**src/rtl/scale_pipe.sv**
```systemverilog
// scale_pipe: 3-stage display->source address scaler with per-axis power-of-two zoom.
// Build option SCALE_CENTER_EN centres the scaled image; undefined leaves it top-left.
module scale_pipe #(
    parameter int SRC_W    = 240,
    parameter int SRC_H    = 320,
    parameter int H_ACTIVE = 1280,
    parameter int V_ACTIVE = 720,
    parameter int SIDE_W   = 3,
    parameter int ADDR_W   = $clog2(SRC_W*SRC_H)
) (
    input  logic              clk_in,
    input  logic              rst_in,
    input  logic [1:0]        hs_shift_in,
    input  logic [1:0]        vs_shift_in,
    input  logic [10:0]       hcount_in,
    input  logic [9:0]        vcount_in,
    input  logic [SIDE_W-1:0] side_in,
    output logic [ADDR_W-1:0] addr_out,
    output logic              valid_addr_out,
    output logic [SIDE_W-1:0] side_out,
    output logic [1:0]        hs_active_out,
    output logic [1:0]        vs_active_out,
    output logic              update_pend_out
);
    localparam logic [10:0] H_LIM = 11'(H_ACTIVE);
    localparam logic [9:0]  V_LIM = 10'(V_ACTIVE);

    logic       frame_start;
    logic [1:0] hs_act, vs_act, hs_eff, vs_eff;
    logic [11:0] hoff, voff;

    assign frame_start = (hcount_in == '0) && (vcount_in == '0);
    // The frame-start pixel itself must already see the newly requested shifts.
    assign hs_eff = frame_start ? hs_shift_in : hs_act;
    assign vs_eff = frame_start ? vs_shift_in : vs_act;

    always_ff @(posedge clk_in or posedge rst_in) begin
        if (rst_in) begin
            hs_act          <= '0;
            vs_act          <= '0;
            update_pend_out <= 1'b0;
        end else begin
            if (frame_start) begin
                hs_act <= hs_shift_in;
                vs_act <= vs_shift_in;
            end
            update_pend_out <= (hs_shift_in != hs_act) || (vs_shift_in != vs_act);
        end
    end

    assign hs_active_out = hs_act;
    assign vs_active_out = vs_act;

`ifdef SCALE_CENTER_EN
    function automatic logic [11:0] centre_off(input int active, input int src, input logic [1:0] s);
        int d;
        d = active - (src << s);
        if (d < 0) d = 0;
        return 12'(d / 2);
    endfunction

    assign hoff = centre_off(H_ACTIVE, SRC_W, hs_eff);
    assign voff = centre_off(V_ACTIVE, SRC_H, vs_eff);
`else
    assign hoff = '0;
    assign voff = '0;
`endif

    // Stage 1: offset-corrected coordinates, carrying the shifts the pixel was latched with.
    logic signed [11:0] h_c, v_c, s1_h, s1_v;
    logic               act_c, s1_act;
    logic [1:0]         s1_hs, s1_vs;
    logic [SIDE_W-1:0]  s1_side;

    assign h_c   = $signed({1'b0, hcount_in}) - $signed(hoff);
    assign v_c   = $signed({2'b0, vcount_in}) - $signed(voff);
    assign act_c = (hcount_in < H_LIM) && (vcount_in < V_LIM);

    always_ff @(posedge clk_in or posedge rst_in) begin
        if (rst_in) begin
            s1_h    <= '0;
            s1_v    <= '0;
            s1_act  <= 1'b0;
            s1_hs   <= '0;
            s1_vs   <= '0;
            s1_side <= '0;
        end else begin
            s1_h    <= h_c;
            s1_v    <= v_c;
            s1_act  <= act_c;
            s1_hs   <= hs_eff;
            s1_vs   <= vs_eff;
            s1_side <= side_in;
        end
    end

    // Stage 2: bounds test against the scaled extent, then downscale and row multiply.
    logic [13:0]       lim_h, lim_v;
    logic              in_c, s2_in;
    logic [ADDR_W-1:0] col_c, row_c, prod_c, s2_col, s2_prod;
    logic [SIDE_W-1:0] s2_side;

    assign lim_h  = 14'(SRC_W) << s1_hs;
    assign lim_v  = 14'(SRC_H) << s1_vs;
    assign in_c   = s1_act && !s1_h[11] && !s1_v[11]
                    && ({3'b0, s1_h[10:0]} < lim_h) && ({3'b0, s1_v[10:0]} < lim_v);
    assign col_c  = ADDR_W'(s1_h[10:0] >> s1_hs);
    assign row_c  = ADDR_W'(s1_v[10:0] >> s1_vs);
    assign prod_c = row_c * ADDR_W'(SRC_W);

    always_ff @(posedge clk_in or posedge rst_in) begin
        if (rst_in) begin
            s2_in   <= 1'b0;
            s2_col  <= '0;
            s2_prod <= '0;
            s2_side <= '0;
        end else begin
            s2_in   <= in_c;
            s2_col  <= col_c;
            s2_prod <= prod_c;
            s2_side <= s1_side;
        end
    end

    // Stage 3: out-of-image pixels present address 0 rather than a wrapped value.
    always_ff @(posedge clk_in or posedge rst_in) begin
        if (rst_in) begin
            addr_out       <= '0;
            valid_addr_out <= 1'b0;
            side_out       <= '0;
        end else begin
            addr_out       <= s2_in ? (s2_prod + s2_col) : '0;
            valid_addr_out <= s2_in;
            side_out       <= s2_side;
        end
    end

endmodule

```
**config.mk**
```make
export PLATFORM = sky130hd
export DESIGN_NAME = scale_pipe
export DESIGN_NICKNAME = d
export VERILOG_FILES = /design/src/rtl/scale_pipe.sv
export SDC_FILE = /design/constraint.sdc
export NUM_CORES = 1
export LEC_CHECK = 0
export BUFFER_PORTS_ARGS = -buffer_cell sky130_fd_sc_hd__buf_4
export CELL_PAD_IN_SITES_DETAIL_PLACEMENT = 2
export CELL_PAD_IN_SITES_GLOBAL_PLACEMENT = 2
export CORE_ASPECT_RATIO = 1.1
export CORE_MARGIN = 2
export CORE_UTILIZATION = 40
export CTS_BUF_LIST = sky130_fd_sc_hd__clkbuf_4 sky130_fd_sc_hd__clkbuf_8
export DETAILED_ROUTE_END_ITERATION = 16
export GPL_TIMING_DRIVEN = 0
export PLACE_DENSITY = 0.87
export SETUP_SLACK_MARGIN = 0.5
export SYNTH_ARGS = -nofsm -noshare
export SYNTH_HDL_FRONTEND = slang
export SYNTH_SLANG_ARGS = --single-unit
```
**constraint.sdc**
```tcl
create_clock -name clk_in -period 4.4 [get_ports clk_in]
set_input_delay 0.22 -clock clk_in [delete_from_list [all_inputs] [get_ports clk_in]]
set_output_delay 0.22 -clock clk_in [all_outputs]
set_load 0.01 [all_outputs]
```
# Word level (Yosys, flattened, before mapping)
# Cells that the tools add are included.
[word_totals]
register_bits = 85
in_bits = 30
[classes]
multipliers = 1
n_addsub = 1
reduce_logical = 7
n_shift = 4
n_eq_ne = 2
magnitude_cmp = 4
n_mux = 1
[op_table]
columns = ["cell", "count"]
rows = [
  ["17-bit adder", 1],
  ["17-bit by 4-bit multiplier with 13-bit output (second input constant)", 1],
  ["17-bit two-way mux", 1],
  ["10-bit by 2-bit right shift with 17-bit output", 1],
  ["11-bit by 2-bit right shift with 17-bit output", 1],
  ["10-bit by 14-bit < comparator with 1-bit output", 1],
  ["11-bit by 14-bit < comparator with 1-bit output", 1],
  ["8-bit by 2-bit << shifter with 14-bit output (first input constant)", 1],
  ["9-bit by 2-bit << shifter with 14-bit output (first input constant)", 1],
  ["11-bit zero test", 1],
  ["11-bit < comparator (second input constant)", 1],
  ["10-bit zero test", 1],
  ["10-bit < comparator (second input constant)", 1],
  ["1-bit logical AND", 4],
  ["2-bit != test", 2],
  ["1-bit logical OR", 1],
]

# Longest topological paths before layout
# Gate-level depths: netlist of the first run.
[depth]
depth_word = 4
ltp_mapped = 16
depth_no_buf = 14

# Least setup slack after synthesis of the first run
# No wires, ideal clock.
[synth_timing]
path_kind = "reg-to-reg"
from = "reg s1_vs[1]"
to = "reg s2_prod[16]"
slack_ns = 0.518
setup_time_ns = 0.127
stages_incl_launch_ff = 14
arrival_time_ns = 3.755
path_cell_list = "dfrtp_1 > clkbuf_1 > mux2_2 > o21ai_0 > inv_1 > fa_1 > inv_1 > fa_1 > inv_1 > ha_1 > and3_1 > or3_1 > o221ai_1 > xnor2_1"
[synth_between]
elab_chain_cells = 2
[synth_rtl]
columns = ["element", "line_no", "text"]
rows = [
  ["start, declared", "72", "logic [1:0] s1_hs, s1_vs;"],
  ["start signal, assigned", "92", "s1_vs <= vs_eff;"],
  ["10-bit by 2-bit right shift with 17-bit output", "108", "assign row_c = ADDR_W'(s1_v[10:0] >> s1_vs);"],
  ["17-bit by 4-bit multiplier with 13-bit output", "109", "assign prod_c = row_c * ADDR_W'(SRC_W);"],
  ["via prod_c[16]", "100", "logic [ADDR_W-1:0] col_c, row_c, prod_c, s2_col, s2_prod;"],
  ["end signal, assigned", "120", "s2_prod <= prod_c;"],
  ["end, declared", "100", ""],
]
# The timed path passes the listed nets, and every way through them passes these cells.
# A chain may end at the register's enable or synchronous reset.

# Worst setup path after layout of the first run
[layout_timing]
from = "reg s1_vs[1]"
to = "reg s2_prod[12]"
# Same word-level chain as after synthesis.

==> results.yml, run 1 <==
timing:
  rsz_0062_raised_after_global_routing: "false"
  timing_max_transition_violations_final: 0
  report.final.setup_viol: 0
  tightestPinTransition_ns: 0.598
  max_slew_margin_pct: 60.2
  finalCriticalPeriod_ns: 3.86
  final.period_utilization_pct: 87.7
  maxClockFrequency_mhz: 259
  fin_skew_ns: 0.0225
  sum_of_negative_setup_slack_ns: 0
  hold_viol: 0
power:
  static-leakage-power_nw: 2.60
  p_per_area_nw_per_um2: 396
  power_mw: 2.18
  vdd_drop_max_v: 0.000192
grt:
  globalRouteOverflowTotal: 0
  gr-usage-all-layers_pct: 25.2
  grt_first_pass_wirelength_um: 21000
  grt_antenna_before_repair: 0
  largest_net_degree_at_the_start_of_global_routing: 45
  grt_pass1_vias: 3888
critical_path:
  crit_path_cell_trace: "buf_6, mux2_2, or2_2, o21ai_4, inv_2, fa_2, fa_2, inv_1, fa_2, nor2b_4, o2111ai_2, nand3_2, buf_4, nor2_1, xnor2_1"
  timing.critical_path.arrival_ns: 4.11
  crit_path_max_incr_delay_ns: 0.63
  worst-path-max-fanout: 8
  critical_path_required_ns: 4.66
  setup.worst_path.start_class: "flop"
  crit_path_frequent_cell: "fa_2"
  worst-setup-path-type: "reg2reg"
  end_kind: "flop"
  critical_path.slowest_cell: "fa_2"
floorplanning:
  die_y_um: 112
  io_pins: 56
  placeableCoreArea_um2: 10300
  std_cell_rows: 39
  die_area_um2: 11400
  floorplan.initialDensity_pct: 41.0
  die-width_um: 102
synth:
  synth_enable_flop_cells: 0
  synthesis.nets: 443
  share_of_yosys_cell_area_claimed_by_the_top_area_cell_type_pct: 46.6
  yosys_warnings: 0
  postSynth.topFlopCell: "dfrtp_1"
  ys_top_cells_by_area: "dfrtp_1 47%, ha_1 9.4%, fa_1 8.5%"
  cell_count_after_synthesis: 363
  synth_seq_area_share_pct: 46.6
  synth_largest_area_cell: "dfrtp_1"
  synth.cell_area_um2: 4240
  synth_async_sr_flop_share_pct: 100
  synth.ff_latch_count: 79
  postSynthAreaPerCell_um2: 11.7
  yosysUniqueCellTypes: 43
cts:
  cts_tree: "built"
  cts_max_level: 3
  worst_setup_hold_path_clk_slew_ns: 0.11
  clock_tree.root_cell: "clkbuf_8"
  cts_num_sinks: 79
  insertion_delay_to_the_later_sink_of_the_worst_skew_pair_ns: 0.39
  cts.path.max_buffers: 2
  cts-buffers-inserted: 9
flow_run:
  timing.max_cap.violations: 0
routing:
  initialDrtViolationCount: 82
  post_detailed_route_via_to_cell_ratio: 5.40
  drt-wirelength-per-cell_um: 24.1
  remaining_drc_errors: 0
  detail-route-antenna-nets: 0
  total_via_count_in_the_routed_design: 3295
  wl_um: 14700
  drt_pass1_iterations: 4
run_status:
  outcome: "finished clean"
placement:
  place_congestion: 0.797
  detailed_place_hpwl_um: 9060
  port_buffers: 55
worst_hold_path:
  worstHoldPathType: "in2reg"
layout:
  finish.net_count: 542
  flow.area_growth_from_synthesis_pct: 29.6
  postLayoutCoreUtil_pct: 53.1
  drive_above_1_share_pct: 27.2
  fillers: 1035
  antenna-diode-count: 0
## synthesized netlist by cell type (all sizes together), types with 7 or more instances
cell and count:
inv 37, o21ai 24, mux2i 10, a21oi 13, nand3 8, dfrtp 79
ha 32, nand2 19, nand2b 7, fa 18, xnor2 17, nor2 8
and2 14
## flip-flops by register name, summed over array words and instances (netlist names)
register / flops
s1_side: 3
addr_out: 17
s1_v: 10
s1_act: 1
s2_in: 1
update_pend_out: 1
valid_addr_out: 1
s1_h: 11
s2_side: 3
s1_vs: 2
s1_hs: 2
side_out: 3
s2_col: 11
s2_prod: 13
## metal layers
metal	up-vias	share of wire, %	track usage (%)
li1	1442	-	-
met3	37	3.2	5.40
met2	99	58	48.3
met1	1717	35	24.7
met4	0	3.9	12.5
met5	-	0	0
## layout make-up
class                           instances  area [um^2]  area share [%]
Timing Repair Buffer                   88          733            13.4
Sequential cell                        79         1980            36.0
Inverter                               37          145            2.64
Buffer                                  9         51.3           0.934
Clock inverter                          7         86.3            1.57
Clock buffer                            9          124            2.26
Tap cell                              143          179            3.26
Multi-Input combinational cell        238         2200            40.0
## worst max-delay path: cells and delay by family (launching register included)
kind | cells | cell delay, ns
XOR/XNOR | 1 | 0.13
buffers and inverters | 4 | 0.45
AO/OA/AOI/OAI | 2 | 0.22
multiplexers | 1 | 0.37
flip-flops | 1 | 0.38
AND/OR/NAND/NOR | 4 | 0.67
adder cells (fa/ha/maj) | 3 | 1.50
## through the flow
stage	cell area, um^2	instances	hold slack [ns]	worst slack, ns
after floorplan	4240	363	0.251	0.518
after global routing	5490	610	-0.000762	0.409
final	5490	610	0.00752	0.543
after detailed placement	4850	562	0.277	0.0127
after CTS	5350	603	0.00140	0.460
after global placement	4830	561	0.330	0.226
## layout by cell type, fill, tap and decap left out, drive strengths merged, types with 3 or more instances in the layout
cell | Yosys | routed
dlygate4sd3 | 0 | 24
xor2 | 3 | 3
clkbuf | 6 | 14
mux2 | 6 | 6
nor4 | 4 | 4
nor2 | 8 | 8
ha | 32 | 32
or2 | 4 | 4
a21o | 4 | 4
a211oi | 6 | 6
nor3 | 4 | 4
inv | 37 | 40
nand2 | 19 | 19
xnor2 | 17 | 17
o21ai | 24 | 24
mux2i | 10 | 10
nand3 | 8 | 8
nor2b | 4 | 4
dfrtp | 79 | 79
nand2b | 7 | 7
buf | 3 | 68
fa | 18 | 18
and2 | 14 | 14
mux4 | 6 | 6
nand4 | 6 | 6
a21oi | 13 | 13
## cell families after synthesis
family	synth area share, %
AOI/OAI and AO/OA	8.65
xor gates and xnor gates	4.13
adders and majority gates	18.0
buffers and inverters	4.13
DFF	46.6
muxes	7.14
and+or+nand+nor	11.3
## final timing paths
path / from / end / slack [ns] / cells after the start
worst max-delay path: s1_vs[1] / s2_prod[12] / 0.54 / 15
worst min-delay path: vcount_in[9] / s1_v[9] / 0.008 / 1
worst max register to register: s1_vs[1] / s2_prod[12] / 0.54 / 15
worst min register to register: s2_side[1] / side_out[1] / 0.35 / 0
max in group asynchronous: rst_in / s1_v[7] / 3.37 / 4
min in group asynchronous: rst_in / s2_col[5] / 0.41 / 3
## timing repair
action,CTS,global route
pin swaps,1,8
resized for setup,20,24
hold buffers,24,0
endpoints found under the setup margin,8,5
hold endpoints to repair,58,0
buffers inserted,1,7
## report_power, final
| part | leakage [nW] | total [mW] | internal (mW) | switching [mW] |
|---|---|---|---|---|
| Sequential | 0.961 | 0.865 | 0.810 | 0.0551 |
| Clock | 0.104 | 0.606 | 0.275 | 0.331 |
| Combinational | 1.54 | 0.704 | 0.314 | 0.390 |
Power figures use the tool's default switching activity.
==> inputs of run 2 (changes only) <==
--- a/config.mk
+++ b/config.mk
@@ -10,11 +10,12 @@
 export CELL_PAD_IN_SITES_GLOBAL_PLACEMENT = 2
 export CORE_ASPECT_RATIO = 1.1
 export CORE_MARGIN = 2
-export CORE_UTILIZATION = 40
-export CTS_BUF_LIST = sky130_fd_sc_hd__clkbuf_4 sky130_fd_sc_hd__clkbuf_8
+export CORE_UTILIZATION = 39
+export CTS_BUF_LIST = sky130_fd_sc_hd__clkbuf_16
 export DETAILED_ROUTE_END_ITERATION = 16
+export GPL_ROUTABILITY_DRIVEN = 0
 export GPL_TIMING_DRIVEN = 0
-export PLACE_DENSITY = 0.87
+export PLACE_DENSITY = 0.85
 export SETUP_SLACK_MARGIN = 0.5
 export SYNTH_ARGS = -nofsm -noshare
 export SYNTH_HDL_FRONTEND = slang
==> results.yml, run 2 (synthesis gave the netlist of run 1 again) <==
power:
  static-leakage-power_nw: 2.57
  p_per_area_nw_per_um2: 418
  vdd_drop_max_v: 0.000199
  power_mw: 2.26
  power.switching_fraction_pct: 33.7
  sequential_share_of_power_pct: 38.4
  power.switching_uw: 761
  power.share.combinational_pct: 30.0
  clock_power_share_pct: 31.6
  p_int_mw: 1.50
critical_path:
  end_kind: "flop"
  r2r_start: "s1_vs[1]"
  worst-setup-path-type: "reg2reg"
  cp.buffers_inverters: 2
  crit_start: "s1_vs[1]"
  crit_path_max_incr_delay_ns: 0.56
  timing.critical_path.arrival_ns: 4.12
  critical_path.slowest_cell: "fa_1"
  crit_path_frequent_cell: "fa_1"
  crit_path_cell_trace: "clkbuf_8, mux2_2, or2_2, o21ai_2, inv_1, fa_1, fa_1, ha_1, a21oi_4, o2111ai_4, a21o_1, a21oi_1, xnor2_1"
  worst-path-max-fanout: 8
  path_delay_family: "adder cells"
  setup.worst_path.start_class: "flop"
  critical_path_required_ns: 4.66
layout:
  mostFrequentLayoutCells: "79 x dfrtp_1, 56 x buf_4, 34 x inv_1"
  largest_reg_flops: 17
  biggestRegsByFlops: "addr_out (17), s2_prod (13)"
  finish.net_count: 525
  largest_register_by_flop_count: "addr_out"
  antenna-diode-count: 0
  drive_above_1_share_pct: 24.9
  flow.area_growth_from_synthesis_pct: 27.5
  layout_commonest_cell: "dfrtp_1"
  post_layout_instance_count_excluding_filler_cells: 593
floorplanning:
  std_cell_rows: 39
  floorplan.initialDensity_pct: 40.4
  die_y_um: 113
  placeableCoreArea_um2: 10500
  die-width_um: 103
  die_area_um2: 11700
  io_pins: 56
cts:
  cts_tree: "built"
  cts_num_sinks: 79
  cts_max_level: 3
  clock_tree.root_cell: "clkbuf_16"
  worst_setup_hold_path_clk_slew_ns: 0.06
  cts-buffers-inserted: 9
  insertion_delay_to_the_later_sink_of_the_worst_skew_pair_ns: 0.35
  cts.path.max_buffers: 2
routing:
  remaining_drc_errors: 0
  wl_um: 12700
  post_detailed_route_via_to_cell_ratio: 5.27
  detail-route-antenna-nets: 0
  initialDrtViolationCount: 33
  drt_pass1_iterations: 4
  drt-wirelength-per-cell_um: 21.4
  total_via_count_in_the_routed_design: 3124
timing:
  tightestPinTransition_ns: 0.621
  hold_viol: 0
  rsz_0062_raised_after_global_routing: "true"
  report.final.setup_viol: 0
  maxClockFrequency_mhz: 259
  final.period_utilization_pct: 87.7
  finalCriticalPeriod_ns: 3.86
  max_slew_margin_pct: 58.6
  timing_max_transition_violations_final: 0
  fin_skew_ns: 0.00863
worst_hold_path:
  worstHoldStart: "vcount_in[5]"
  worstHoldPathType: "in2reg"
run_status:
  outcome: "finished clean"
grt:
  globalRouteOverflowTotal: 0
  largest_net_degree_at_the_start_of_global_routing: 65
  grt_pass1_vias: 3838
  grt_antenna_before_repair: 0
  grt_first_pass_wirelength_um: 20200
  gr-usage-all-layers_pct: 23.2
flow_run:
  timing.max_cap.violations: 0
placement:
  detailed_place_hpwl_um: 8540
  place_inst: 562
  port_buffers: 55
[run 2: cell count changes in the layout (fill, tap and decap cells not counted), moves of 7 or more]
cell | before | now
buf_4 | 63 | 56
clkbuf_8 | 9 | 1
clkbuf_16 | 0 | 9
dlygate4sd3_1 | 24 | 15
[run 2: routing by layer]
layer | track usage [%] | part of all wire, % | vias up
met5 | 0 | 0 | -
met2 | 44.1 | 58 | 78
li1 | - | - | 1412
met3 | 3.34 | 2.5 | 27
met1 | 24.6 | 37 | 1607
met4 | 10.2 | 2.7 | 0
[run 2: path summary, 6_finish.rpt]
check | to | slack, ns | cells after the start
setup / recovery | s2_prod[13] | 0.54 | 13
max in group asynchronous | s2_in | 3.46 | 4
setup reg to reg | s2_prod[13] | 0.54 | 13
hold / removal | s1_v[5] | 0.01 | 1
min in group asynchronous | addr_out[7] | 0.36 | 3
hold reg to reg | s2_side[0] | 0.35 | 0
[run 2: power by group through the flow]
stage | registers [mW] | logic (mW) | clock network [mW]
2_1_floorplan | 0.866 | 0.404 | 0
3_3_place_gp | 0.866 | 0.542 | 0
3_5_place_dp | 0.872 | 0.592 | 0
4_1_cts | 0.865 | 0.637 | 0.728
5_1_grt | 0.874 | 0.750 | 0.753
6_report | 0.866 | 0.676 | 0.714
[run 2: repair_timing]
| item | CTS | global route |
|---|---|---|
| gates cloned | 0 | 0 |
| hold buffers | 14 | 1 |
| resized for setup | 21 | 17 |
| endpoints found under the setup margin | 8 | 4 |
| buffers inserted | 0 | 0 |
| hold endpoints to repair | 28 | 1 |
| pin swaps | 1 | 4 |
[run 2: cell type report]
type	count	area, um^2
fillers	1039	5090
clock buffers	9	225
inverters	37	144
well taps	143	179
repair buffers	71	591
flip-flops and latches	79	1980
clock inverters	7	57.6
multi-input cells	238	2180
plain buffers	9	53.8
[run 2: worst reg2reg max path, cell delays in order, from the launching register on]
cell	delay [ns]
dfrtp_1	0.36
clkbuf_8	0.18
mux2_2	0.37
or2_2	0.31
o21ai_2	0.11
inv_1	0.11
fa_1	0.56
fa_1	0.46
ha_1	0.34
a21oi_4	0.20
o2111ai_4	0.20
a21o_1	0.23
a21oi_1	0.22
xnor2_1	0.15
[run 2: stage by stage]
stage | hold WS, ns | TNS [ns] | setup slack (ns) | area (um^2) | util, %
after floorplan | 0.251 | 0 | 0.518 | 4240 | -
after global placement | 0.330 | 0 | 0.215 | 4830 | 46.0
after detailed placement | 0.169 | -0.00341 | -0.00341 | 4860 | 46.3
after CTS | 0.000322 | 0 | 0.488 | 5330 | 50.8
after global routing | 0.00921 | 0 | 0.441 | 5400 | 51.5
final | 0.0112 | 0 | 0.540 | 5400 | 51.5
